<file path="src/rtl/regfile.sv">
// Register file: 2^ADDR_WIDTH x DATA_WIDTH, two combinational read ports,
// one write port, register 0 hardwired to zero. After reset an internal
// clear sequence zeroes registers 1..N-1, one per cycle, with busy high.
//
// Ports:
//   clk                  rising-edge clock for all state
//   reset_n              synchronous active-low reset
//   rd_addr1 / rd_addr2  read indices (rs / rt)
//   rd_data1 / rd_data2  combinational read data (ALU operands)
//   wr_en/wr_addr/wr_data  write request (ignored while clearing)
//   busy                 registered, high while the clear sequence runs
module regfile #(
  parameter int unsigned DATA_WIDTH = 32,
  parameter int unsigned ADDR_WIDTH = 5
) (
  input  logic                  clk,
  input  logic                  reset_n,
  input  logic [ADDR_WIDTH-1:0] rd_addr1,
  input  logic [ADDR_WIDTH-1:0] rd_addr2,
  input  logic                  wr_en,
  input  logic [ADDR_WIDTH-1:0] wr_addr,
  input  logic [DATA_WIDTH-1:0] wr_data,
  output logic [DATA_WIDTH-1:0] rd_data1,
  output logic [DATA_WIDTH-1:0] rd_data2,
  output logic                  busy
);

  localparam int unsigned NUM_REGS = 1 << ADDR_WIDTH;

  typedef enum logic {
    CLEAR = 1'b0,
    RUN   = 1'b1
  } state_e;

  state_e                  state_q, state_d;
  logic [ADDR_WIDTH-1:0]   idx_q, idx_d;
  logic                    busy_q, busy_d;
  logic [DATA_WIDTH-1:0]   mem_q [NUM_REGS];

  logic                    mem_we;
  logic [ADDR_WIDTH-1:0]   mem_waddr;
  logic [DATA_WIDTH-1:0]   mem_wdata;

  // Next-state and write-port selection: clear sweep or user write.
  always_comb begin
    state_d   = state_q;
    idx_d     = idx_q;
    mem_we    = 1'b0;
    mem_waddr = idx_q;
    mem_wdata = '0;

    if (state_q == CLEAR) begin
      mem_we    = 1'b1;
      mem_waddr = idx_q;
      // Last index is cleared on the same edge that leaves CLEAR, so idx never wraps.
      if (idx_q == '1) begin
        state_d = RUN;
      end else begin
        idx_d = idx_q + ADDR_WIDTH'(1);
      end
    end else begin
      if (wr_en && (wr_addr != '0)) begin
        mem_we    = 1'b1;
        mem_waddr = wr_addr;
        mem_wdata = wr_data;
      end
    end

    // Reset has priority: no register changes, any same-cycle write is dropped.
    if (!reset_n) begin
      state_d = CLEAR;
      idx_d   = ADDR_WIDTH'(1);
      mem_we  = 1'b0;
    end

    busy_d = (state_d == CLEAR);
  end

  // Control state with synchronous reset.
  always_ff @(posedge clk) begin
    if (!reset_n) begin
      state_q <= CLEAR;
      idx_q   <= ADDR_WIDTH'(1);
      busy_q  <= 1'b1;
    end else begin
      state_q <= state_d;
      idx_q   <= idx_d;
      busy_q  <= busy_d;
    end
  end

  // Storage array; entry 0 is never written and never read.
  always_ff @(posedge clk) begin
    if (mem_we) begin
      mem_q[mem_waddr] <= mem_wdata;
    end
  end

  // Read port 1: zero reg / clearing -> 0, else write-through bypass, else storage.
  always_comb begin
    rd_data1 = '0;
    if ((state_q == RUN) && (rd_addr1 != '0)) begin
      if (wr_en && (wr_addr == rd_addr1)) begin
        rd_data1 = wr_data;
      end else begin
        rd_data1 = mem_q[rd_addr1];
      end
    end
  end

  // Read port 2: identical structure to port 1.
  always_comb begin
    rd_data2 = '0;
    if ((state_q == RUN) && (rd_addr2 != '0)) begin
      if (wr_en && (wr_addr == rd_addr2)) begin
        rd_data2 = wr_data;
      end else begin
        rd_data2 = mem_q[rd_addr2];
      end
    end
  end

  assign busy = busy_q;

endmodule

</file>
<file path="config.mk">
export PLATFORM = sky130hd
export DESIGN_NAME = regfile
export DESIGN_NICKNAME = d
export VERILOG_FILES = /design/src/rtl/regfile.sv
export SDC_FILE = /design/constraint.sdc
export NUM_CORES = 1
export LEC_CHECK = 0
export BUFFER_PORTS_ARGS = -buffer_cell sky130_fd_sc_hd__buf_2
export CAP_MARGIN = 10
export CORE_MARGIN = 2
export CORE_UTILIZATION = 30
export DETAILED_ROUTE_END_ITERATION = 7
export PLACE_DENSITY = 0.45
export REMOVE_ABC_BUFFERS = 1
export SYNTH_ARGS = -nofsm -noshare
export SYNTH_HDL_FRONTEND = slang
export SYNTH_SLANG_ARGS = --single-unit
</file>
<file path="constraint.sdc">
create_clock -name clk -period 5.1 [get_ports clk]
set_input_delay 0.51 -clock clk [delete_from_list [all_inputs] [get_ports clk]]
set_output_delay 0.51 -clock clk [all_outputs]
set_load 0.01 [all_outputs]
</file>
Yosys cells after proc, flatten, opt, wreduce, memory -nomap -nowiden
Memories as Yosys holds them, arrays and structs flattened.
Cells that the tools add are included.
- output and inout port bits: 65
- RAM bits: 1024
- input port bits: 50
- logic and storage cells: 36
- register bits after elaboration: 7
- memories: 1
- memories (memory ; depth ; width ; rd ports ; clocked after memory_dff ; wr ports ; line ; RTL):
    mem_q ; 32 ; 32 ; 2 ; 0 ; 1 ; 38 ; logic [DATA_WIDTH-1:0] mem_q [NUM_REGS];
- muxes and demuxes: 16
- bitwise operators: 3
- $add $sub $neg: 1
- reduce and logical (&&, ||, !) cells: 9
- eq/ne operators: 3
- operators with widths (operator ; number):
    32-bit 2-to-1 mux ; 6
    5-bit nonzero test ; 3
    5-bit equality test ; 2
    5-bit 2-to-1 mux ; 2
    1-bit 2-to-1 mux ; 8
    5-bit by 1-bit adder with 5-bit output (second input constant) ; 1
    5-bit equality test (second input constant) ; 1
    1-bit logical AND ; 5
    1-bit inverter ; 3
    2-bit AND reduction ; 1

Depth between registers and ports, before layout
Gate-level depths: netlist of the first run.
- word-level depth: 7
- depth in mapped cells: 9
- gate-level depth less buffers: 7

Least setup slack after synthesis of the first run
No wires, ideal clock.
- path type: input -> register
- start point: input wr_addr[3]
- end point: memory mem_q[16][0], enable pin
- arrival time: 3278 ps
- stages: 8
- data required time: 4679 ps
- setup time: 421 ps
- buffers on the path: 3
- slack: 1401 ps
- path through: buf_2 > or3_1 > o311a_1 > buf_6 > buf_6 > o21ai_1 > nand2_1 > nor2_1
- cells in the longest elaborated chain, start to end: 7
- elaborated cells between the ends (all ways): 9
- classes of those cells: mux: 7; reduce/logical: 2
- ends and longest elaborated chain (what ; line ; RTL):
    from (decl) ; 21 ; input logic [ADDR_WIDTH-1:0] wr_addr,
    5-bit nonzero test ; 62 ; if (wr_en && (wr_addr != '0)) begin
    1-bit logical AND ; 62 ;
    1-bit 2-to-1 mux ; 62 ;
    1-bit 2-to-1 mux ; 52 ; if (state_q == CLEAR) begin
    1-bit 2-to-1 mux ; 70 ; if (!reset_n) begin
    1-bit 2-to-1 mux ; 94 ; if (mem_we) begin
    1-bit 2-to-1 mux (implied by the code) ; 95 ; mem_q[mem_waddr] <= mem_wdata;
    to (decl) ; 38 ;
Several ways; a longest one is shown, not always the timed one.

Final worst setup path of the first run
- start point: register state_q
- end point: output rd_data1[14]
- cells in the longest elaborated chain, start to end: 2
- ends and longest elaborated chain (what ; line ; RTL):
    from (decl) ; 35 ; state_e state_q, state_d;
    from (signal assigned) ; 86 ; state_q <= state_d;
    1-bit logical AND ; 102 ; if ((state_q == RUN) && (rd_addr1 != '0)) begin
    32-bit 2-to-1 mux ; 102 ;
    to (decl) ; 23 ; output logic [DATA_WIDTH-1:0] rd_data1,
Every way passes these cells.

==> reports/qor_table.md, run 1 <==
| Result | This run | Unit |
|---|---|---|
| Outcome | finished, final reports clean | - |
| DRT Wirelength | 169,800 | um |
| Layout overhead on the synthesized area | 15.59 | % |
| Clock group share of total power | 0.429 | - |
| Tot GR Track Use | 0.1998 | - |
| Final estimated routing congestion in global placement | 0.7857 | - |
| H-tree Lvls | 3 | - |
| Core Footprint | 0.1630 | sq mm |
| Combinational fraction of design power | 0.070 | - |
| Number of gates resized after cts | 0 | - |
| Reg2Reg Setup Slack | 1.29 | ns |
| Hold violation count in the final report | 0 | - |
| Count of nets after finishing | 3,005 | - |
| Die Span X | 409.1 | um |
| Number of enable-type register cells in the synthesized netlist | 1,024 | - |
| Io pins | 115 | - |
| Y dimension of the die | 409.1 | um |
| P_leak | 19.38 | nW |
| Launching point of the worst reg2reg path | state_q$_SDFF_PN0_ | - |
| Power per unit of standard cell area | 326.5 | mW/mm^2 |
| FP Rows | 148 | - |
| Skew-Pair Late Insertion Delay | 0.73 | ns |
| Final cell count without fillers | 5,227 | - |
| Maxcap violations | 0 | - |
| Setup repair after global routing missed its margin | false | - |
| Iteration-0 DRC Markers | 2,564 | - |
| Yosys Warn Count | 0 | - |
| Capture instance of the worst register-to-register path | mem_q[27][20]$_DFFE_PP_ | - |
| Most common cell after layout, fill and taps aside | sky130_fd_sc_hd__edfxtp_1 | - |
| CTS Root Buffer Type | sky130_fd_sc_hd__clkbuf_16 | - |
| Dominant synthesized flop cell | sky130_fd_sc_hd__edfxtp_1 | - |
| Number of iterations in the first detailed-routing pass | 5 | - |
| Initial antenna violation count | 5 | - |
| Post-route fraction of the period consumed by the critical path | 0.8000 | - |
| Largest clock skew in the final design | 0.01996 | ns |
| Total power draw | 18.58 | mW |
| Pin count of the biggest net entering global routing | 116 | - |
| Time the final worst path needs with I/O delays and setup | 4.080 | ns |
| Termination of the worst setup path | rd_data1[14] | - |
| Worst max-slew margin expressed relative to the limit | 0.1298 | - |
| Share of post-route cells with drive strength above 1 | 0.2636 | - |
| Transition time at the pin with the least slew margin | 1.302 | ns |
| TritonCTS clock tree | done | - |
| FFs w/ async S/R, synth | 0 | - |
| Top cells by area in the synthesized netlist | sky130_fd_sc_hd__edfxtp_1, sky130_fd_sc_hd__mux4_2, sky130_fd_sc_hd__mux2i_1 | - |
| Total Die Area | 0.1674 | sq mm |
| Largest area contributor in the netlist | sky130_fd_sc_hd__edfxtp_1 | - |
| Number of pins with negative max-slew slack in the final report | 0 | - |
| Filler cells | 15.49k | - |
| Switching share of power | 0.2313 | - |
| Worst path arrival time | 3.57 | ns |
| Avg Vias per Cell | 5.672 | - |
| Effective utilization at floorplan | 0.3021 | - |
| Cell depth of the worst min-delay path | 2 | - |
| Total of endpoints with negative setup slack in the final report | 0 | - |
| Maximum count of clock buffers along a single path | 3 | - |
| Area of all sequential standard cells | 0.03089 | sq mm |
| Maximum achievable frequency | 245.1 | MHz |
| P_int | 14.28 | mW |
| Remaining DRCs | 0 | - |
| Portion of synthesized cell area occupied by the leading cell type | 0.6246 | - |
| Worst setup startpoint | state_q$_SDFF_PN0_ | - |
| Remaining global-route overflow | 0 | - |
| Placed cells | 5,002 | - |
| Proportion of power drawn by flip-flops and latches | 0.501 | - |
| Multi-input gate area | 0.01747 | sq mm |
| Number of distinct standard cells referenced by the synthesized netlist | 52 | - |
| Highest-count cells in the layout ignoring fill and taps | sky130_fd_sc_hd__edfxtp_1, sky130_fd_sc_hd__mux2i_1, sky130_fd_sc_hd__mux4_2 | - |
| IO buf count | 114 | - |
| Worst hold-check path type | in2reg | - |
| Cell count after synthesis | 2,804 | - |
| Capturing element type of the critical path | output port | - |
| Sinks on Clock Net | 1,031 | - |
| Clock buffer count from CTS | 116 | - |
| DR vias | 29.65k | - |
| Mean area per synthesized cell | 17.56 | sq um |
| Worst VDD drop | 265.2 | uV |
| Number of global-route vias before repair | 31.26k | - |
| Highest net fanout along the worst path | 19 | - |
| DP HPWL | 106,300 | um |
| Flip-flop and latch count after synthesis | 1,031 | - |
| Number of nets with antenna violations after routing | 0 | - |
| Kind of start point of the critical path | register | - |
| P_sw | 4.299 | mW |
| Required time reported for the critical path endpoint | 4.59 | ns |
| Hold slack | 0.3931 | ns |
| Per-cell routed wire length | 32.48 | um |
| Setup CP Type | reg2out | - |
| Clock-pin slew of the registers on the worst-case setup and hold paths | 0.06 | ns |
| Cell Area, Synth | 0.04923 | sq mm |
| Part of the Yosys area used for sequential elements | 0.6274 | - |
| First-pass GRT wire length | 238,700 | um |
| Depth of the worst register-to-register path | 4 | - |
-- Yosys cell counts, drive strengths merged (2+ instances only) --
cell / number
a221o: 32
a31oi: 3
nor3: 3
clkbuf: 112
inv: 8
xnor2: 10
o21ai: 36
xor2: 3
nand4: 4
o211ai: 2
nand3: 3
a211oi: 65
and2: 35
ha: 2
a221oi: 155
a21oi: 96
a211o: 31
mux4: 326
o22a: 31
nand2b: 5
a22oi: 62
buf: 124
mux2: 4
o311ai: 2
o21bai: 62
edfxtp: 1024
dfxtp: 7
nor2b: 36
a41oi: 2
nor2: 39
mux2i: 408
or3: 3
and3: 2
a21boi: 36
nand2: 19
nand3b: 2
-- worst max-delay path, stage by stage, from the launching register on --
cell and delay, ns:
sky130_fd_sc_hd__dfxtp_1 0.66, sky130_fd_sc_hd__a21boi_0 0.30, sky130_fd_sc_hd__and3_2 0.87, sky130_fd_sc_hd__buf_4 0.52, sky130_fd_sc_hd__a221o_1 0.29, sky130_fd_sc_hd__buf_2 0.16
-- power groups by stage --
stage	registers, mW	logic [mW]	clock network, mW
3_3_place_gp	9.47	1.31	0
6_report	9.30	1.31	7.97
2_1_floorplan	9.47	0.592	0
5_1_grt	9.31	1.38	8.49
3_5_place_dp	9.48	1.31	0
4_1_cts	9.30	1.32	8.16
-- repair_timing --
item	in CTS	in global routing
endpoints found under the hold margin	1	0
hold buffers	1	0
setup buffers	0	0
-- layer usage --
metal  global-route usage  part of all wire  wire length [um]
met5                    0                 0                 0
met1               0.2679              0.43             72270
met4              0.07410             0.038              6463
met3              0.02798             0.052              8846
met2               0.3293              0.48             82200
-- sequential cells by signal, indices dropped and copies added (netlist names) --
register	count
mem_q	1024
idx_q	5
busy	1
state_q	1
-- cell families (layout without fill, tap and decap cells) --
kind of cell             Yosys count  count (layout)  synth area share
AO/OA/AOI/OAI                    620             620           0.09515
XOR/XNOR                          13              13          0.002313
adder cells (fa/ha/maj)            2               2         0.0005082
multiplexers                     738             738            0.2330
flip-flops                      1031            1031            0.6274
other                              0               2                 0
buffers and inverters            244             490           0.02452
AND/OR/NAND/NOR                  156             156           0.01708
-- worst min path at each step --
stage                              end                   from
5_1_grt        mem_q[30][12]$_DFFE_PP_            wr_data[12]
3_5_place_dp     idx_q[0]$_SDFFE_PN1P_  idx_q[0]$_SDFFE_PN1P_
6_report       mem_q[25][10]$_DFFE_PP_            wr_data[10]
2_1_floorplan    idx_q[1]$_SDFFE_PN0P_  idx_q[1]$_SDFFE_PN0P_
4_1_cts        mem_q[23][24]$_DFFE_PP_            wr_data[24]
3_3_place_gp     idx_q[0]$_SDFFE_PN1P_  idx_q[0]$_SDFFE_PN1P_
-- final cells by class --
| class | count | share of cell area |
|---|---|---|
| antenna | 2 | 0.00008794 |
| clock buffer | 145 | 0.05367 |
| clock inverter | 70 | 0.009146 |
| inverter | 8 | 0.0005716 |
| multi-input combinational | 1529 | 0.3069 |
| sequential | 1031 | 0.5428 |
| tap | 2175 | 0.04782 |
| timing repair buffer | 267 | 0.03896 |
-- metrics by stage --
| stage | util | setup TNS, ns | area, sq um | setup WS, ns |
|---|---|---|---|---|
| floorplan | - | -6.192 | 48050 | -0.1935 |
| global placement | 0.3262 | 0 | 53160 | 0.9837 |
| detailed placement | 0.3264 | 0 | 53190 | 1.037 |
| CTS | 0.3484 | 0 | 56770 | 0.8986 |
| global route | 0.3492 | 0 | 56900 | 0.9432 |
| finish | 0.3492 | 0 | 56910 | 1.020 |
No activity file was read; power rests on OpenSTA's default activity.
==> inputs of run 2 (changes only) <==
--- a/config.mk
+++ b/config.mk
@@ -10,7 +10,7 @@
 export CORE_MARGIN = 2
 export CORE_UTILIZATION = 30
 export DETAILED_ROUTE_END_ITERATION = 7
-export PLACE_DENSITY = 0.45
+export PLACE_DENSITY = 0.47
 export REMOVE_ABC_BUFFERS = 1
 export SYNTH_ARGS = -nofsm -noshare
 export SYNTH_HDL_FRONTEND = slang
==> constraint.sdc (replaced) <==
create_clock -name clk -period 3.7 [get_ports clk]
set_input_delay 0.37 -clock clk [delete_from_list [all_inputs] [get_ports clk]]
set_output_delay 0.37 -clock clk [all_outputs]
set_load 0.01 [all_outputs]
==> reports/qor_table.md, run 2 (synthesized netlist as in run 1, its figures left out) <==
| Result | This run | Unit | vs previous |
|---|---|---|---|
| Outcome | finished, final reports clean | - | unchanged |
| Hold violation count in the final report | 0 | - | unchanged |
| Count of nets after finishing | 3,034 | - | was 3,005 |
| Number of nets with antenna violations after routing | 0 | - | unchanged |
| DR vias | 29.98k | - | was 29.65k |
| Clock buffer count from CTS | 116 | - | unchanged |
| Remaining DRCs | 0 | - | unchanged |
| Layout overhead on the synthesized area | 16.32 | % | was 15.59% |
| P_int | 19.43 | mW | was 14.28 mW |
| CTS Root Buffer Type | sky130_fd_sc_hd__clkbuf_16 | - | unchanged |
| Setup CP Type | reg2out | - | unchanged |
| Clock group share of total power | 0.422 | - | was 0.429 |
| Number of iterations in the first detailed-routing pass | 5 | - | unchanged |
| Fin util | 0.3514 | - | was 0.3492 |
| Top reg by flops | mem_q | - | unchanged |
| Final estimated routing congestion in global placement | 0.7738 | - | was 0.7857 |
| Capture instance of the worst register-to-register path | mem_q[29][8]$_DFFE_PP_ | - | was mem_q[27][20]$_DFFE_PP_ |
| Worst VDD drop | 384.5 | uV | was 265.2 uV |
| Power per unit of standard cell area | 442.5 | mW/mm^2 | was 326.5 mW/mm^2 |
| TritonCTS clock tree | done | - | unchanged |
| Maxcap violations | 0 | - | unchanged |
| Avg Vias per Cell | 5.710 | - | was 5.672 |
| DP HPWL | 99,300 | um | was 106,300 um |
| Iteration-0 DRC Markers | 2,797 | - | was 2,564 |
| FP Rows | 148 | - | unchanged |
| Effective utilization at floorplan | 0.3021 | - | unchanged |
| Sinks on Clock Net | 1,031 | - | unchanged |
| Maximum achievable frequency | 291.9 | MHz |  |
| Required time reported for the critical path endpoint | 3.33 | ns | was 4.59 ns |
| Highest net fanout along the worst path | 15 | - | was 19 |
| Total of endpoints with negative setup slack in the final report | 0 | - | unchanged |
| IO buf count | 114 | - | unchanged |
| DRT Wirelength | 171,900 | um | was 169,800 um |
| Largest register FFs | 1,024 | - | unchanged |
| Maximum count of clock buffers along a single path | 3 | - | unchanged |
| Worst hold-check path type | in2reg | - | unchanged |
| Capturing element type of the critical path | output port | - | unchanged |
| Largest registers | mem_q (1024), idx_q (5) | - | unchanged |
| Kind of start point of the critical path | register | - | unchanged |
| Pin count of the biggest net entering global routing | 72 | - | was 116 |
| Post-CTS setup repair buffer count | 0 | - | unchanged |
| P_sw | 5.912 | mW | was 4.299 mW |
| Depth of the worst register-to-register path | 3 | - | was 4 |
| Most common cell after layout, fill and taps aside | sky130_fd_sc_hd__edfxtp_1 | - | unchanged |
| Per-cell routed wire length | 32.74 | um | was 32.48 um |
| Post-route fraction of the period consumed by the critical path | 0.9259 | - |  |
| Launching point of the worst reg2reg path | state_q$_SDFF_PN0_ | - | unchanged |
| Remaining global-route overflow | 0 | - | unchanged |
| Io pins | 115 | - | unchanged |
| Proportion of power drawn by flip-flops and latches | 0.506 | - | was 0.501 |
| Clock-pin slew of the registers on the worst-case setup and hold paths | 0.06 | ns | about the same |
| Worst path arrival time | 3.06 | ns | was 3.57 ns |
| Y dimension of the die | 409.1 | um | unchanged |
| Switching share of power | 0.2333 | - | was 0.2313 |
| Largest clock skew in the final design | 0.01994 | ns | was 0.01996 ns |
| Cell depth of the worst min-delay path | 2 | - | unchanged |
| Reg2Reg Setup Slack | 0.75 | ns | was 1.29 ns |
| Time the final worst path needs with I/O delays and setup | 3.426 | ns |  |
| Share of post-route cells with drive strength above 1 | 0.2684 | - | was 0.2636 |
| Core Footprint | 0.1630 | sq mm | unchanged |
| Transition time at the pin with the least slew margin | 1.094 | ns | was 1.302 ns |
| Fin Setup TNS | 0 | ns | unchanged |
| First-pass GRT wire length | 240,900 | um | was 238,700 um |
| Worst max-slew margin expressed relative to the limit | 0.2703 | - | was 0.1298 |
| H-tree Lvls | 3 | - | unchanged |
| Total Die Area | 0.1674 | sq mm | unchanged |
| Number of global-route vias before repair | 31.28k | - | was 31.26k |
| Combinational fraction of design power | 0.072 | - | was 0.070 |
| Hold slack | 0.08360 | ns | was 0.3931 ns |
| Initial antenna violation count | 4 | - | was 5 |
| Die Span X | 409.1 | um | unchanged |
| Tot GR Track Use | 0.2025 | - | was 0.1998 |
| Endpoint with the worst hold slack | mem_q[2][22]$_DFFE_PP_ | - | was mem_q[25][10]$_DFFE_PP_ |
| Setup repair after global routing missed its margin | false | - | unchanged |
| P_leak | 19.55 | nW | was 19.38 nW |
| Highest-count cells in the layout ignoring fill and taps | sky130_fd_sc_hd__edfxtp_1, sky130_fd_sc_hd__mux2i_1, sky130_fd_sc_hd__mux4_2 | - | unchanged |
| Critical hold path startpoint | wr_data[22] | - | was wr_data[10] |
| Skew-Pair Late Insertion Delay | 0.75 | ns | was 0.73 ns |
| Number of pins with negative max-slew slack in the final report | 0 | - | unchanged |
==> run 2: cell count changes in the layout (fill, tap and decap cells not counted), moves of 5 or more <==
cell                       change
sky130_fd_sc_hd__buf_12       +29
sky130_fd_sc_hd__buf_4         +7
sky130_fd_sc_hd__clkbuf_1      +6
sky130_fd_sc_hd__buf_8         -5
sky130_fd_sc_hd__clkinv_1      -5
==> run 2: cell type report <==
class / count / area, sq um
diodes: 5 / 12.51
clock buffers: 149 / 3027
clock inverters: 57 / 411.6
fillers: 15310 / 105700
inverters: 8 / 32.53
multi-input cells: 1529 / 17470
flip-flops and latches: 1031 / 30890
well taps: 2175 / 2721
repair buffers: 296 / 2704
==> run 2: how the worst max path moves through the flow <==
stage | end | startpoint | slack, ns | cells after the start
after global placement | rd_data1[30] | rd_addr1[0] | 0.42 | 8
after global routing | rd_data2[6] | state_q$_SDFF_PN0_ | 0.20 | 6
after floorplan | rd_data1[0] | rd_addr1[2] | -1.31 | 4
after detailed placement | rd_data1[30] | rd_addr1[0] | 0.41 | 8
after CTS | rd_data2[6] | state_q$_SDFF_PN0_ | 0.19 | 6
final | rd_data2[6] | state_q$_SDFF_PN0_ | 0.27 | 6
==> run 2: what timing repair did <==
action                                  in CTS  in global routing
hold buffers                                 1                  0
endpoints found under the hold margin        7                  0
gates resized for setup                      2                  0
endpoints found under the setup margin       5                  0
==> run 2: power by group through the flow <==
stage	Sequential [mW]	Combinational, mW	Clock [mW]
global route	12.8	1.91	11.4
floorplan	13.1	0.815	0
CTS	12.8	1.83	11.0
finish	12.8	1.82	10.7
global placement	13.1	1.81	0
detailed placement	13.1	1.82	0
==> run 2: per-stage QoR <==
stage / power [mW] / worst slack [ns] / instances / area [sq um]
2_1_floorplan: 13.87 / -1.314 / 2568 / 48050
5_1_grt: 26.11 / 0.1968 / 5245 / 57250
6_report: 25.34 / 0.2741 / 5250 / 57270
4_1_cts: 25.60 / 0.1910 / 5245 / 57250
3_3_place_gp: 14.87 / 0.4226 / 5038 / 53810
3_5_place_dp: 14.89 / 0.4106 / 5038 / 53810
==> run 2: per-layer routing <==
layer  global-route usage  routed length (um)  vias up
li1                     -                   -    12370
met1               0.2691               71640    16140
met2               0.3417               84570     1182
met3              0.03006               10470      290
met4              0.06104                5225        0
met5                    0                   0        -
==> run 2: critical path, cell delays in order, from the launching register on <==
cell	delay, ns
sky130_fd_sc_hd__dfxtp_2	0.52
sky130_fd_sc_hd__a21boi_1	0.45
sky130_fd_sc_hd__o311ai_4	0.21
sky130_fd_sc_hd__buf_4	0.27
sky130_fd_sc_hd__a211oi_1	0.42
sky130_fd_sc_hd__a211o_1	0.24
sky130_fd_sc_hd__buf_2	0.17
